## src/rtl/clear_req_encoder.sv

```systemverilog
// clear_req_encoder: buffers multi-hot clear requests in a pending vector and
// drains them one register address per accepted cycle over valid/ready.
module clear_req_encoder #(
    parameter int N       = 32,
    parameter int AW      = $clog2(N),
    parameter bit RR_MODE = 1'b0
) (
    input  logic          clk,
    input  logic          rst_n,
    input  logic [N-1:0]  req_vec,
    input  logic          flush,
    input  logic          ready,
    output logic [AW-1:0] addr,
    output logic          clear_en,
    output logic [AW:0]   pend_cnt,
    output logic          dup_hit
);
    logic [N-1:0]  pending;
    logic [N-1:0]  pend_next;
    logic [N-1:0]  acc_oh;
    logic [AW-1:0] ptr;
    logic [AW-1:0] held_idx;
    logic [AW-1:0] sel;
    logic          lock;
    logic          accept;

    // Scan from ptr with wrap; the last hit in a descending scan is the nearest.
    // In fixed-priority mode ptr stays 0, so this degenerates to lowest index.
    always_comb begin
        sel = '0;
        for (int i = N - 1; i >= 0; i--) begin
            int j;
            j = (int'(ptr) + i >= N) ? int'(ptr) + i - N : int'(ptr) + i;
            if (pending[j]) sel = AW'(j);
        end
    end

    assign clear_en  = |pending;
    assign addr      = lock ? held_idx : (clear_en ? sel : '1);
    assign accept    = clear_en & ready;
    assign acc_oh    = accept ? (N'(1) << addr) : '0;
    assign pend_next = flush ? '0 : ((pending & ~acc_oh) | req_vec);

    always_ff @(posedge clk or negedge rst_n) begin
        if (!rst_n) begin
            pending  <= '0;
            ptr      <= '0;
            lock     <= 1'b0;
            held_idx <= '0;
            pend_cnt <= '0;
            dup_hit  <= 1'b0;
        end else begin
            pending  <= pend_next;
            pend_cnt <= (AW+1)'($countones(pend_next));
            dup_hit  <= !flush && |(req_vec & pending & ~acc_oh);
            lock     <= !flush && clear_en && !ready;
            if (clear_en && !ready) held_idx <= addr;
            if (flush) ptr <= '0;
            else if (RR_MODE && accept) ptr <= (addr == AW'(N - 1)) ? '0 : addr + 1'b1;
        end
    end
endmodule

```

## config.mk

```make
export PLATFORM = sky130hd
export DESIGN_NAME = clear_req_encoder
export DESIGN_NICKNAME = d
export VERILOG_FILES = /design/src/rtl/clear_req_encoder.sv
export SDC_FILE = /design/constraint.sdc
export NUM_CORES = 1
export LEC_CHECK = 0
export BUFFER_PORTS_ARGS = -buffer_cell sky130_fd_sc_hd__buf_2
export CORE_ASPECT_RATIO = 0.9
export CORE_MARGIN = 10
export CORE_UTILIZATION = 30
export CTS_CLUSTER_DIAMETER = 150
export CTS_CLUSTER_SIZE = 12
export DETAILED_ROUTE_END_ITERATION = 8
export MAX_ROUTING_LAYER = met4
export PLACE_DENSITY = 0.47
export SLEW_MARGIN = 15
export SYNTH_ARGS = -nofsm -noshare
export SYNTH_HDL_FRONTEND = slang
export SYNTH_SLANG_ARGS = --single-unit
```

## constraint.sdc

```tcl
create_clock -name clk -period 9.5 [get_ports clk]
set_input_delay 1.9 -clock clk [delete_from_list [all_inputs] [get_ports clk]]
set_output_delay 1.9 -clock clk [all_outputs]
set_load 0.005 [all_outputs]
```

==> results of run 1 <==
-- final cells by class --
class | count | area [sq um]
fillers | 1302 | 7740
inverters | 45 | 169
repair buffers | 55 | 295
multi-input cells | 333 | 2310
clock inverters | 3 | 21.3
flip-flops and latches | 45 | 1130
well taps | 160 | 200
clock buffers | 5 | 125
-- cell usage after synthesis (4+ instances only) --
cell type,n,share of area
o21ai_0,9,0.012
a31oi_1,11,0.019
o21a_1,4,0.0082
nand2_1,50,0.051
dfrtp_1,45,0.31
and2_1,5,0.0086
or4_1,5,0.010
clkbuf_1,7,0.0072
nor4_1,10,0.017
nand3_1,20,0.027
or3_1,4,0.0069
nand2b_1,7,0.012
ha_1,7,0.024
inv_1,43,0.044
nor2_1,48,0.049
nor3_1,12,0.016
a21oi_1,43,0.059
fa_1,24,0.13
a21o_1,4,0.0082
or2_2,15,0.026
-- worst register-to-register path: stages, from the launching register on --
cell and delay, ns:
dfrtp_1 0.42, or4_1 0.61, or4_4 0.57, nor2_2 0.54, o31a_1 0.26, o21ai_1 0.18
nor2_1 0.30, nand3_1 0.12, a21oi_1 0.23, or2_2 0.15, fa_1 0.43, fa_1 0.53
inv_1 0.05, fa_1 0.48, inv_1 0.06, fa_1 0.48, fa_1 0.49, inv_1 0.05
fa_1 0.46, ha_1 0.24, fa_1 0.46, a21o_1 0.19, a21oi_1 0.16, xnor2_1 0.13
-- sequential cells by signal (all words and copies together), names as in the netlist --
register  flops
dup_hit       1
held_idx      5
lock          1
pend_cnt      6
pending      32
-- placed cells by master, fill, tap and decap left out, types with 5 or more instances in the layout --
| cell type | instances |
|---|---|
| buf_2 | 47 |
| a21oi_1 | 43 |
| a31oi_1 | 11 |
| fa_1 | 24 |
| dfrtp_1 | 45 |
| o21ai_0 | 9 |
| and2_1 | 5 |
| nor2_1 | 48 |
| inv_1 | 43 |
| nand3_1 | 20 |
| clkbuf_16 | 5 |
| nand2b_1 | 7 |
| or2_2 | 15 |
| nor3_1 | 12 |
| nor4_1 | 10 |
| or4_1 | 5 |
| ha_1 | 7 |
| nand2_1 | 50 |
| buf_4 | 8 |
-- through the flow --
step                      instance area, sq um  utilization  power (mW)  setup slack (ns)
after floorplan                           3650            -       0.629              2.12
after global placement                    4100        0.342       0.795              1.94
after detailed placement                  4100        0.342       0.797              1.90
after CTS                                 4240        0.354       0.986              1.85
after global routing                      4250        0.354        1.07              1.52
final                                     4250        0.354       0.963              1.85
-- power by group --
part / internal, mW / switching, mW
Combinational: 0.237 / 0.297
Sequential: 0.224 / 0.0216
Clock: 0.0983 / 0.0851
-- logic make-up after synthesis --
| kind of cell | after synthesis | synth area share |
|---|---|---|
| AOI/OAI and AO/OA | 110 | 0.204 |
| xor gates and xnor gates | 3 | 0.00720 |
| adders and majority gates | 31 | 0.156 |
| buffers and inverters | 56 | 0.0603 |
| DFF | 45 | 0.309 |
| and+or+nand+nor | 189 | 0.264 |
-- routing by layer --
metal	vias to the layer above	wire length (microns)	GRT usage
met5	-	0	-
met4	0	289	0.0426
met3	20	839	0.0327
met2	142	5970	0.235
met1	1700	6020	0.221
li1	1627	-	-
-- worst max path at each step --
stage                               start                     to  depth (start not counted)
floorplan                           ready  pend_cnt[4]$_DFF_PN0_                         20
global placement                    ready  pend_cnt[4]$_DFF_PN0_                         22
detailed placement  pending[12]$_DFF_PN0_  pend_cnt[4]$_DFF_PN0_                         23
CTS                 pending[12]$_DFF_PN0_  pend_cnt[4]$_DFF_PN0_                         23
global route        pending[12]$_DFF_PN0_  pend_cnt[4]$_DFF_PN0_                         23
finish              pending[12]$_DFF_PN0_  pend_cnt[4]$_DFF_PN0_                         23
==> summary.md, run 1 <==
| Metric | Value |
|---|---|
| Hold path depth | 2 |
| Worst path max stage delay | 0.61 ns |
| Non-filler cells, final | 646 |
| Hold Crit Start | held_idx[3]$_DFFE_PN0P_ |
| CP arrival | 7.87 ns |
| Post-synth EDFFs | 0 |
| Crit Reg-Reg Startpoint | pending[12]$_DFF_PN0_ |
| Initial antenna violation count | 0 |
| Crit end category | flip-flop |
| CP cell instances | or4_1 > or4_4 > nor2_2 > o31a_1 > o21ai_1 > nor2_1 > nand3_1 > a21oi_1 > or2_2 > fa_1 > fa_1 > inv_1 > fa_1 > inv_1 > fa_1 > fa_1 > inv_1 > fa_1 > ha_1 > fa_1 > a21o_1 > a21oi_1 > xnor2_1 |
| Reg2reg setup slack | 1.85 ns |
| CTS tree | built |
| Setup bufs post-CTS | 0 |
| Post-synthesis net count | 501 |
| Post-route ant nets | 0 |
| Sequential area share after synthesis | 0.309 |
| Total Wirelength | 13.1 mm |
| Worst-path clk slew | 0.07 ns |
| DPL Wire Length | 10.4 mm |
| Skew final | 0.00898 ns |
| CP max stage cell | or4_1 |
| Root buf cell | clkbuf_16 |
| Mapped cell area | 3650 sq um |
| Die height | 125 microns |
| Hold path endpoint | held_idx[3]$_DFFE_PN0P_ |
| Post-synthesis cell type count | 60 |
| Vias per cell | 5.40 |
| #FFs+latches synth | 45 |
| IO Port Bufs | 48 |
| Initial Util | 0.305 |
| Core area | 12000 sq um |
| Hold WC Path Type | flip-flop to flip-flop |
| Final Hold Viols | 0 |
| First-pass GRT wire length | 20.5 mm |
| Vias | 3489 |
| H-tree depth | 2 |
| Ant. Diodes | 0 |
| Average cell area after synthesis | 8.41 sq um |
| Hold-fix buffers, CTS | 0 |
| GRT Overall Usage | 0.161 |
| Share of cells above drive strength 1 | 0.189 |
| Pleak | 1.91 nW |
| Post-layout min period | 7.65 ns |
| Final Setup Violations | 0 |
| Post-route clock period utilization | 0.805 |
| Area Growth Syn to Fin | 16.3% |
| Syn. warnings | 0 |
| Post-synth ARST share | 1.00 |
| Die Width | 136 microns |
| Row count | 38 |
| CP dominant cell by count | fa_1 |
| Worst VDD drop | 0.000404 V |
| Largest net degree at the start of global routing | 46 |
| Maximum fanout along the worst path | 11 |
| Status | complete, no violations |
| RSZ-0062 raised after global routing | no |
| Post-CTS sizing | 0 |
| DRC | 0 |
| Fmax | 131 MHz |
| Max Cap Viol | 0 |
| DIE AREA | 17000 sq um |
| WP data required | 9.73 ns |
| Rel. slew slack | 0.369 |
| # IOs | 49 |
| Worst-skew pair later-pin latency | 0.30 ns |
| Final GP Congestion | 0.913 |
| Crit path buf inv count | 3 |
| Grt ovf | 0 |
| Number of global-route vias before repair | 3547 |
| Number of iterations in the first detailed-routing pass | 6 |
| Initial drt markers | 382 |
| R2R Path End | pend_cnt[4]$_DFF_PN0_ |
| CTS buffer count | 5 |
| Top delay family on crit path | adder cells |
| R2R depth | 23 |
| Final slew viol count | 0 |
| Clock Path Buffers | 2 |
| Worst Tran Pin Value | 0.937 ns |
| Clk sink count | 45 |
| Worst Setup Start Kind | flip-flop |
| Mapped Cells | 434 |
| PwrDens | 227 nW/um^2 |
| Fin Hold WS | 0.542 ns |
| Wirelength per Cell | 20.3 microns |
| Final net count | 552 |
| Setup CP Type | flip-flop to flip-flop |
| Total placed cells including tap cells | 638 |
| Synth Flop Type | dfrtp_1 |
| Final setup TNS | 0 ns |
No activity file was read; power rests on OpenSTA's default activity.
==> run 2: changes to the inputs <==
--- a/config.mk
+++ b/config.mk
@@ -5,6 +5,7 @@
 export SDC_FILE = /design/constraint.sdc
 export NUM_CORES = 1
 export LEC_CHECK = 0
+export ABC_AREA = 1
 export BUFFER_PORTS_ARGS = -buffer_cell sky130_fd_sc_hd__buf_2
 export CORE_ASPECT_RATIO = 0.9
 export CORE_MARGIN = 10
@@ -13,7 +14,7 @@
 export CTS_CLUSTER_SIZE = 12
 export DETAILED_ROUTE_END_ITERATION = 8
 export MAX_ROUTING_LAYER = met4
-export PLACE_DENSITY = 0.47
+export PLACE_DENSITY = 0.49
 export SLEW_MARGIN = 15
 export SYNTH_ARGS = -nofsm -noshare
 export SYNTH_HDL_FRONTEND = slang
==> constraint.sdc (replaced) <==
create_clock -name clk -period 6.76 [get_ports clk]
set_input_delay 1.352 -clock clk [delete_from_list [all_inputs] [get_ports clk]]
set_output_delay 1.352 -clock clk [all_outputs]
set_load 0.005 [all_outputs]
==> run 2 against run 1 <==
- the flow now finishes with violations (setup timing)
- largest power group unchanged
- wire length fell by 14%
- first-iteration DRC count fell by 32%
- combinational power rose by 81%
- clock skew barely moved
- highest routed layer unchanged
- utilization rose by 3.4 points
==> summary.md, run 2 <==
| Metric | Value |
|---|---|
| Worst Tran Pin Value | 0.817 ns (was 0.937 ns) |
| Wirelength per Cell | 14.8 microns (was 20.3 microns) |
| Worst path max stage delay | 0.58 ns (was 0.61 ns) |
| Number of iterations in the first detailed-routing pass | 5 (was 6) |
| Top cell type's share of synthesized area | 0.309 (about the same) |
| #FFs+latches synth | 45 (unchanged) |
| DPL Wire Length | 9.17 mm (was 10.4 mm) |
| Share of cells above drive strength 1 | 0.241 (was 0.189) |
| Multi-input gate area in the final layout | 2160 sq um (was 2310 sq um) |
| First-pass GRT wire length | 18.3 mm (was 20.5 mm) |
| Row count | 38 (unchanged) |
| Vias | 3414 (was 3489) |
| Number of global-route vias before repair | 3523 (was 3547) |
| H-tree depth | 2 (unchanged) |
| Area Growth Syn to Fin | 27.8% (was 16.3%) |
| Leading area contributor after synthesis | dfrtp_1 (unchanged) |
| Post-synth EDFFs | 0 (unchanged) |
| Post-synthesis cell type count | 28 (was 60) |
| Sequential area share after synthesis | 0.309 (about the same) |
| GRT Overall Usage | 0.140 (was 0.161) |
| Post-synthesis net count | 582 (was 501) |
| Mapped cell area | 3640 sq um (was 3650 sq um) |
| Final net count | 670 (was 552) |
| Hold WC Path Type | flip-flop to flip-flop (unchanged) |
| DIE AREA | 16900 sq um (was 17000 sq um) |
| Average cell area after synthesis | 7.07 sq um (was 8.41 sq um) |
| Worst Setup Start Kind | flip-flop (unchanged) |
| Fmax | 146 MHz (was 131 MHz) |
| Most flops, register | pending (unchanged) |
| Setup CP Type | flip-flop to flip-flop (unchanged) |
| Final core occ | 0.388 (was 0.354) |
| Die height | 125 microns (about the same) |
| Skew final | 0.00894 ns (was 0.00898 ns) |
| Syn. warnings | 0 (unchanged) |
| Largest net degree at the start of global routing | 46 (unchanged) |
| Clock Path Buffers | 2 (unchanged) |
| Crit Reg-Reg Startpoint | pending[30]$_DFF_PN0_ (was pending[12]$_DFF_PN0_) |
| Clk sink count | 45 (unchanged) |
| # IOs | 49 (unchanged) |
| CP max stage cell | fa_1 (was or4_1) |
| Hold path depth | 2 (unchanged) |
| Post-route ant nets | 0 (unchanged) |
| Post-route clock period utilization | 1.02 (was 0.805) |
| Max Cap Viol | 0 (unchanged) |
| Grt ovf | 0 (unchanged) |
| Initial Util | 0.304 (was 0.305) |
| DRC | 0 (unchanged) |
| Crit end category | flip-flop (unchanged) |
| Rel. slew slack | 0.456 (was 0.369) |
| RSZ-0062 raised after global routing | yes (was no) |
| WP data required | 6.98 ns (was 9.73 ns) |
| Mapped Cells | 515 (was 434) |
| Largest regs | pending x32, pend_cnt x6, held_idx x5 (unchanged) |
| R2R Path End | pend_cnt[4]$_DFF_PN0_ (unchanged) |
| Hold Crit Start | held_idx[2]$_DFFE_PN0P_ (was held_idx[3]$_DFFE_PN0P_) |
| Worst VDD drop | 0.000245 V (was 0.000404 V) |
| Initial antenna violation count | 0 (unchanged) |
| PwrDens | 330 nW/um^2 (was 227 nW/um^2) |
| Root buf cell | clkbuf_16 (unchanged) |
| Fin worst setup slack | -0.103 ns (was 1.85 ns) |
| IO Port Bufs | 48 (unchanged) |
| Fillers | 1297 (was 1302) |
| Failing checks | setup timing |
| Final GP Congestion | 0.877 (was 0.913) |
| Most common cell in the netlist | nand2_1 (unchanged) |
| Final Hold Viols | 0 (unchanged) |
| Synth Flop Type | dfrtp_1 (unchanged) |
| Maximum fanout along the worst path | 4 (was 11) |
| Core area | 12000 sq um (unchanged) |
| Worst-path clk slew | 0.06 ns (was 0.07 ns) |
| Most frequent cells in the layout | nand2_1, inv_1, buf_2, nor2_1, dfrtp_1 (was nand2_1, nor2_1, buf_2, dfrtp_1) |
| Final setup TNS | -0.103 ns (was 0 ns) |
| Post-layout min period | 6.86 ns (was 7.65 ns) |
| Top post-synthesis cells by area | dfrtp_1, nand2_1, fa_1 (was dfrtp_1, fa_1, a21oi_1) |
| Reg2reg setup slack | -0.10 ns (was 1.85 ns) |
| Status | finished, violations left (was complete, no violations) |
| Post-synth ARST share | 1.00 (unchanged) |
| Initial drt markers | 260 (was 382) |
| CP dominant cell by count | nand2_1 (was fa_1) |
| Final Setup Violations | 1 (was 0) |
| Hold path endpoint | held_idx[2]$_DFFE_PN0P_ (was held_idx[3]$_DFFE_PN0P_) |
| CTS tree | built (unchanged) |
| Pleak | 2.54 nW (was 1.91 nW) |
| Vias per cell | 4.48 (was 5.40) |
| Commonest non-fill, non-tap cell in the layout | nand2_1 (unchanged) |
| Worst-skew pair later-pin latency | 0.29 ns (was 0.30 ns) |
| Ant. Diodes | 0 (unchanged) |
| CTS buffer count | 5 (unchanged) |
| Die Width | 136 microns (about the same) |
| CP arrival | 7.08 ns (was 7.87 ns) |
| Final slew viol count | 0 (unchanged) |
| Most instantiated cells after synthesis | nand2_1, inv_1, nor2_1 (was nand2_1, nor2_1, dfrtp_1) |
| R2R depth | 52 (was 23) |
| Total Wirelength | 11.3 mm (was 13.1 mm) |
| Hold-fix buffers, CTS | 0 (unchanged) |
| Max reg flops | 32 (unchanged) |
| Reg area | 1130 sq um (unchanged) |
## run 2: layout make-up
class	instances	share of cell area
multi-input cells	336	0.464
flip-flops and latches	45	0.242
repair buffers	91	0.123
inverters	124	0.100
well taps	160	0.0430
clock buffers	5	0.0269
clock inverters	1	0.00108
## run 2: how the worst max path moves through the flow
stage,startpoint,end,slack [ns],cells after the start
6_report,pending[30]$_DFF_PN0_,pend_cnt[4]$_DFF_PN0_,-0.10,52
5_1_grt,pending[30]$_DFF_PN0_,pend_cnt[4]$_DFF_PN0_,-0.67,54
4_1_cts,pending[30]$_DFF_PN0_,pend_cnt[4]$_DFF_PN0_,-0.12,52
3_5_place_dp,pending[30]$_DFF_PN0_,pend_cnt[4]$_DFF_PN0_,-0.27,52
3_3_place_gp,pending[31]$_DFF_PN0_,pend_cnt[4]$_DFF_PN0_,-0.27,37
2_1_floorplan,pending[31]$_DFF_PN0_,pend_cnt[4]$_DFF_PN0_,0.28,37
## run 2: report_power, final
group          internal, mW  leakage [nW]  total (mW)  switching, mW
clock network         0.132        0.0655       0.234          0.102
logic                 0.459          1.91       0.967          0.507
registers             0.316         0.561       0.336         0.0200
## run 2: routing by layer
layer	vias up	global-route usage	share of wire
li1	1738	-	-
met1	1590	0.190	0.47
met2	74	0.212	0.46
met3	12	0.0270	0.058
met4	0	0.0326	0.012
met5	-	-	0
## run 2: what timing repair did
action,4_1_cts,5_1_grt
setup endpoints to repair,4,6
pin swaps,14,10
buffers inserted,6,1
gates resized for setup,24,21
## run 2: cell families (layout without fill, tap and decap cells)
family                   Yosys count  in the layout  share of synthesized area
AND/OR/NAND/NOR                  222            222                      0.262
flip-flops                        45             45                      0.309
buffers and inverters            134            221                      0.140
AO/OA/AOI/OAI                     80             80                      0.125
XOR/XNOR                           3              3                    0.00722
adder cells (fa/ha/maj)           31             31                      0.156
## run 2: worst max-delay path: cells and delay by family (launching register included)
| kind | cells | cell delay, ns |
|---|---|---|
| adders and majority gates | 8 | 3.50 |
| and+or+nand+nor | 38 | 2.29 |
| DFF | 1 | 0.40 |
| AOI/OAI and AO/OA | 2 | 0.27 |
| buffers and inverters | 3 | 0.18 |
| xor gates and xnor gates | 1 | 0.12 |
## run 2: per-stage QoR
step	hold slack, ns	setup slack [ns]	cells	area (sq um)	total power, mW
floorplan	0.446	0.282	515	3640	0.861
global placement	0.466	-0.268	750	4310	1.14
detailed placement	0.486	-0.275	750	4310	1.15
CTS	0.501	-0.116	761	4580	1.55
global route	0.541	-0.671	762	4650	1.70
finish	0.498	-0.103	762	4650	1.54
==> run 3: changes to the inputs <==
--- a/config.mk
+++ b/config.mk
@@ -6,15 +6,15 @@
 export NUM_CORES = 1
 export LEC_CHECK = 0
 export ABC_AREA = 1
-export BUFFER_PORTS_ARGS = -buffer_cell sky130_fd_sc_hd__buf_2
 export CORE_ASPECT_RATIO = 0.9
 export CORE_MARGIN = 10
 export CORE_UTILIZATION = 30
 export CTS_CLUSTER_DIAMETER = 150
 export CTS_CLUSTER_SIZE = 12
 export DETAILED_ROUTE_END_ITERATION = 8
+export DONT_BUFFER_PORTS = 1
 export MAX_ROUTING_LAYER = met4
-export PLACE_DENSITY = 0.49
+export PLACE_DENSITY = 0.45
 export SLEW_MARGIN = 15
 export SYNTH_ARGS = -nofsm -noshare
 export SYNTH_HDL_FRONTEND = slang
==> run 3 against run 2 <==
- the run still ends with setup timing left
- utilization shrank 1.3 points
- largest cell class unchanged
- final cell count shrank 5.1%
- clock-buffer cell count up 1
- highest routed layer unchanged
==> summary.md, run 3 (synthesis results as in run 2) <==
| Metric | Value |
|---|---|
| Worst path max stage delay | 0.59 ns (was 0.58 ns) |
| Clock Path Buffers | 2 (unchanged) |
| CP dominant cell by count | nand2_1 (unchanged) |
| Area of placed instances | 4120 sq um (was 4310 sq um) |
| Most flops, register | pending (unchanged) |
| First-pass GRT wire length | 18.3 mm (about the same) |
| Hold WC Path Type | flip-flop to flip-flop (unchanged) |
| Crit end category | flip-flop (unchanged) |
| Row count | 38 (unchanged) |
| Max reg flops | 32 (unchanged) |
| RSZ-0062 raised after global routing | yes (unchanged) |
| Initial Util | 0.304 (unchanged) |
| Root buf cell | clkbuf_16 (unchanged) |
| Die height | 125 microns (unchanged) |
| Worst-skew pair later-pin latency | 0.29 ns (about the same) |
| Multi-input gate area in the final layout | 2170 sq um (was 2160 sq um) |
| Number of global-route vias before repair | 3210 (was 3523) |
| Initial drt markers | 229 (was 260) |
| IO Port Bufs | 0 (was 48) |
| Vias per cell | 4.48 (about the same) |
| Share of cells above drive strength 1 | 0.183 (was 0.241) |
| Largest net degree at the start of global routing | 46 (unchanged) |
| Skew final | 0.00661 ns (was 0.00894 ns) |
| Final Hold Viols | 0 (unchanged) |
| Fmax | 147 MHz (was 146 MHz) |
| Worst Tran Pin Value | 0.482 ns (was 0.817 ns) |
| Setup Slack @ Placement | -0.226 ns (was -0.275 ns) |
| GRT Overall Usage | 0.143 (was 0.140) |
| Wirelength per Cell | 16.0 microns (was 14.8 microns) |
| Die Width | 136 microns (unchanged) |
| # IOs | 49 (unchanged) |
| Most frequent cells in the layout | nand2_1, inv_1, nor2_1, buf_4, dfrtp_1 (was nand2_1, inv_1, buf_2, nor2_1, dfrtp_1) |
| Worst VDD drop | 0.000320 V (was 0.000245 V) |
| Reg area | 1130 sq um (unchanged) |
| Fin worst setup slack | -0.0411 ns (was -0.103 ns) |
| Core area | 12000 sq um (unchanged) |
| Grt ovf | 0 (unchanged) |
| Post-route ant nets | 0 (unchanged) |
| Pleak | 2.39 nW (was 2.54 nW) |
| Area Growth Syn to Fin | 23.4% (was 27.8%) |
| DRC | 0 (unchanged) |
| Number of iterations in the first detailed-routing pass | 4 (was 5) |
| Ant. Diodes | 0 (unchanged) |
| Final GP Congestion | 0.850 (was 0.877) |
| Final net count | 629 (was 670) |
| Finished Cell Area | 4490 sq um (was 4650 sq um) |
| DPL Wire Length | 9.48 mm (was 9.17 mm) |
| Status | finished, violations left (unchanged) |
| WP data required | 6.98 ns (about the same) |
| Vias | 3241 (was 3414) |
| Worst-path clk slew | 0.07 ns (was 0.06 ns) |
| Hold-fix buffers, CTS | 0 (unchanged) |
| Initial antenna violation count | 0 (unchanged) |
| CP max stage cell | fa_1 (unchanged) |
| Top delay family on crit path | adder cells (unchanged) |
| CP arrival | 7.02 ns (was 7.08 ns) |
| Crit path buf inv count | 3 (unchanged) |
| Commonest non-fill, non-tap cell in the layout | nand2_1 (unchanged) |
| CTS buffer count | 5 (unchanged) |
| CTS tree | built (unchanged) |
| Worst Setup Start Kind | flip-flop (unchanged) |
| Max Cap Viol | 0 (unchanged) |
| Failing checks | setup timing (unchanged) |
| Fillers | 1297 (unchanged) |
| PwrDens | 344 nW/um^2 (was 330 nW/um^2) |
| H-tree depth | 2 (unchanged) |
| Post-route clock period utilization | 1.01 (was 1.02) |
| Setup CP Type | flip-flop to flip-flop (unchanged) |
| Total Wirelength | 11.6 mm (was 11.3 mm) |
| Clk sink count | 45 (unchanged) |
| DIE AREA | 16900 sq um (unchanged) |
| Post-layout min period | 6.80 ns (was 6.86 ns) |
| Final Setup Violations | 2 (was 1) |
| Rel. slew slack | 0.679 (was 0.456) |
| Final slew viol count | 0 (unchanged) |
| Largest regs | pending x32, pend_cnt x6, held_idx x5 (unchanged) |
| Maximum fanout along the worst path | 4 (unchanged) |
-- run 3: changes by cell type in the layout (fill, tap and decap cells not counted), moves of 2 or more --
| cell | change |
|---|---|
| buf_2 | -47 |
| a21oi_2 | +2 |
| buf_4 | +4 |
| nand2_1 | +2 |
| inv_1 | +3 |
| nand2_2 | -3 |
| inv_2 | -3 |
| a21oi_1 | -2 |
-- run 3: routing by layer --
| metal | GRT usage | share of wire | up-vias | routed length [microns] |
|---|---|---|---|---|
| met4 | 0.0288 | 0.0098 | 0 | 113 |
| met5 | - | 0 | - | 0 |
| met3 | 0.0472 | 0.072 | 8 | 828 |
| met1 | 0.188 | 0.46 | 1520 | 5360 |
| met2 | 0.211 | 0.46 | 61 | 5260 |
| li1 | - | - | 1652 | - |
-- run 3: through the flow --
stage	cells	power (mW)	hold WS (ns)	util	setup TNS (ns)
floorplan	515	0.861	0.446	-	0
detailed placement	708	1.12	0.486	0.344	-0.303
global route	723	1.70	0.509	0.375	-2.11
CTS	721	1.45	0.500	0.365	-0.0534
finish	723	1.55	0.494	0.375	-0.0700
global placement	708	1.11	0.470	0.344	-0.377
-- run 3: tightest hold or removal path, cell delays in order, from the launching register on --
cell and delay, ns:
dfrtp_1 0.35, nand2_1 0.05, o21ai_0 0.06
-- run 3: final timing paths --
check	from	end	slack, ns	depth (start not counted)
min in group asynchronous	rst_n	pending[17]$_DFF_PN0_	0.75	0
max	pending[30]$_DFF_PN0_	pend_cnt[4]$_DFF_PN0_	-0.04	52
min reg2reg	held_idx[0]$_DFFE_PN0P_	held_idx[0]$_DFFE_PN0P_	0.49	2
max reg2reg	pending[30]$_DFF_PN0_	pend_cnt[4]$_DFF_PN0_	-0.04	52
max in group asynchronous	rst_n	pending[11]$_DFF_PN0_	5.92	0
min	held_idx[0]$_DFFE_PN0P_	held_idx[0]$_DFFE_PN0P_	0.49	2
-- run 3: repair_timing --
| item | CTS | global route |
|---|---|---|
| pin swaps | 11 | 22 |
| resized for setup | 21 | 25 |
| buffers inserted | 5 | 3 |
| setup endpoints to repair | 4 | 5 |
-- run 3: power breakdown --
group	switching, mW	internal (mW)	leakage (nW)
clock	0.106	0.136	0.0706
sequential	0.0247	0.316	0.561
combinational	0.489	0.475	1.76
-- run 3: cell type report --
class	count	area share
multi-input combinational	336	0.483
timing repair buffer	50	0.0877
clock inverter	2	0.00223
sequential	45	0.251
tap	160	0.0445
clock buffer	6	0.0287
inverter	124	0.104
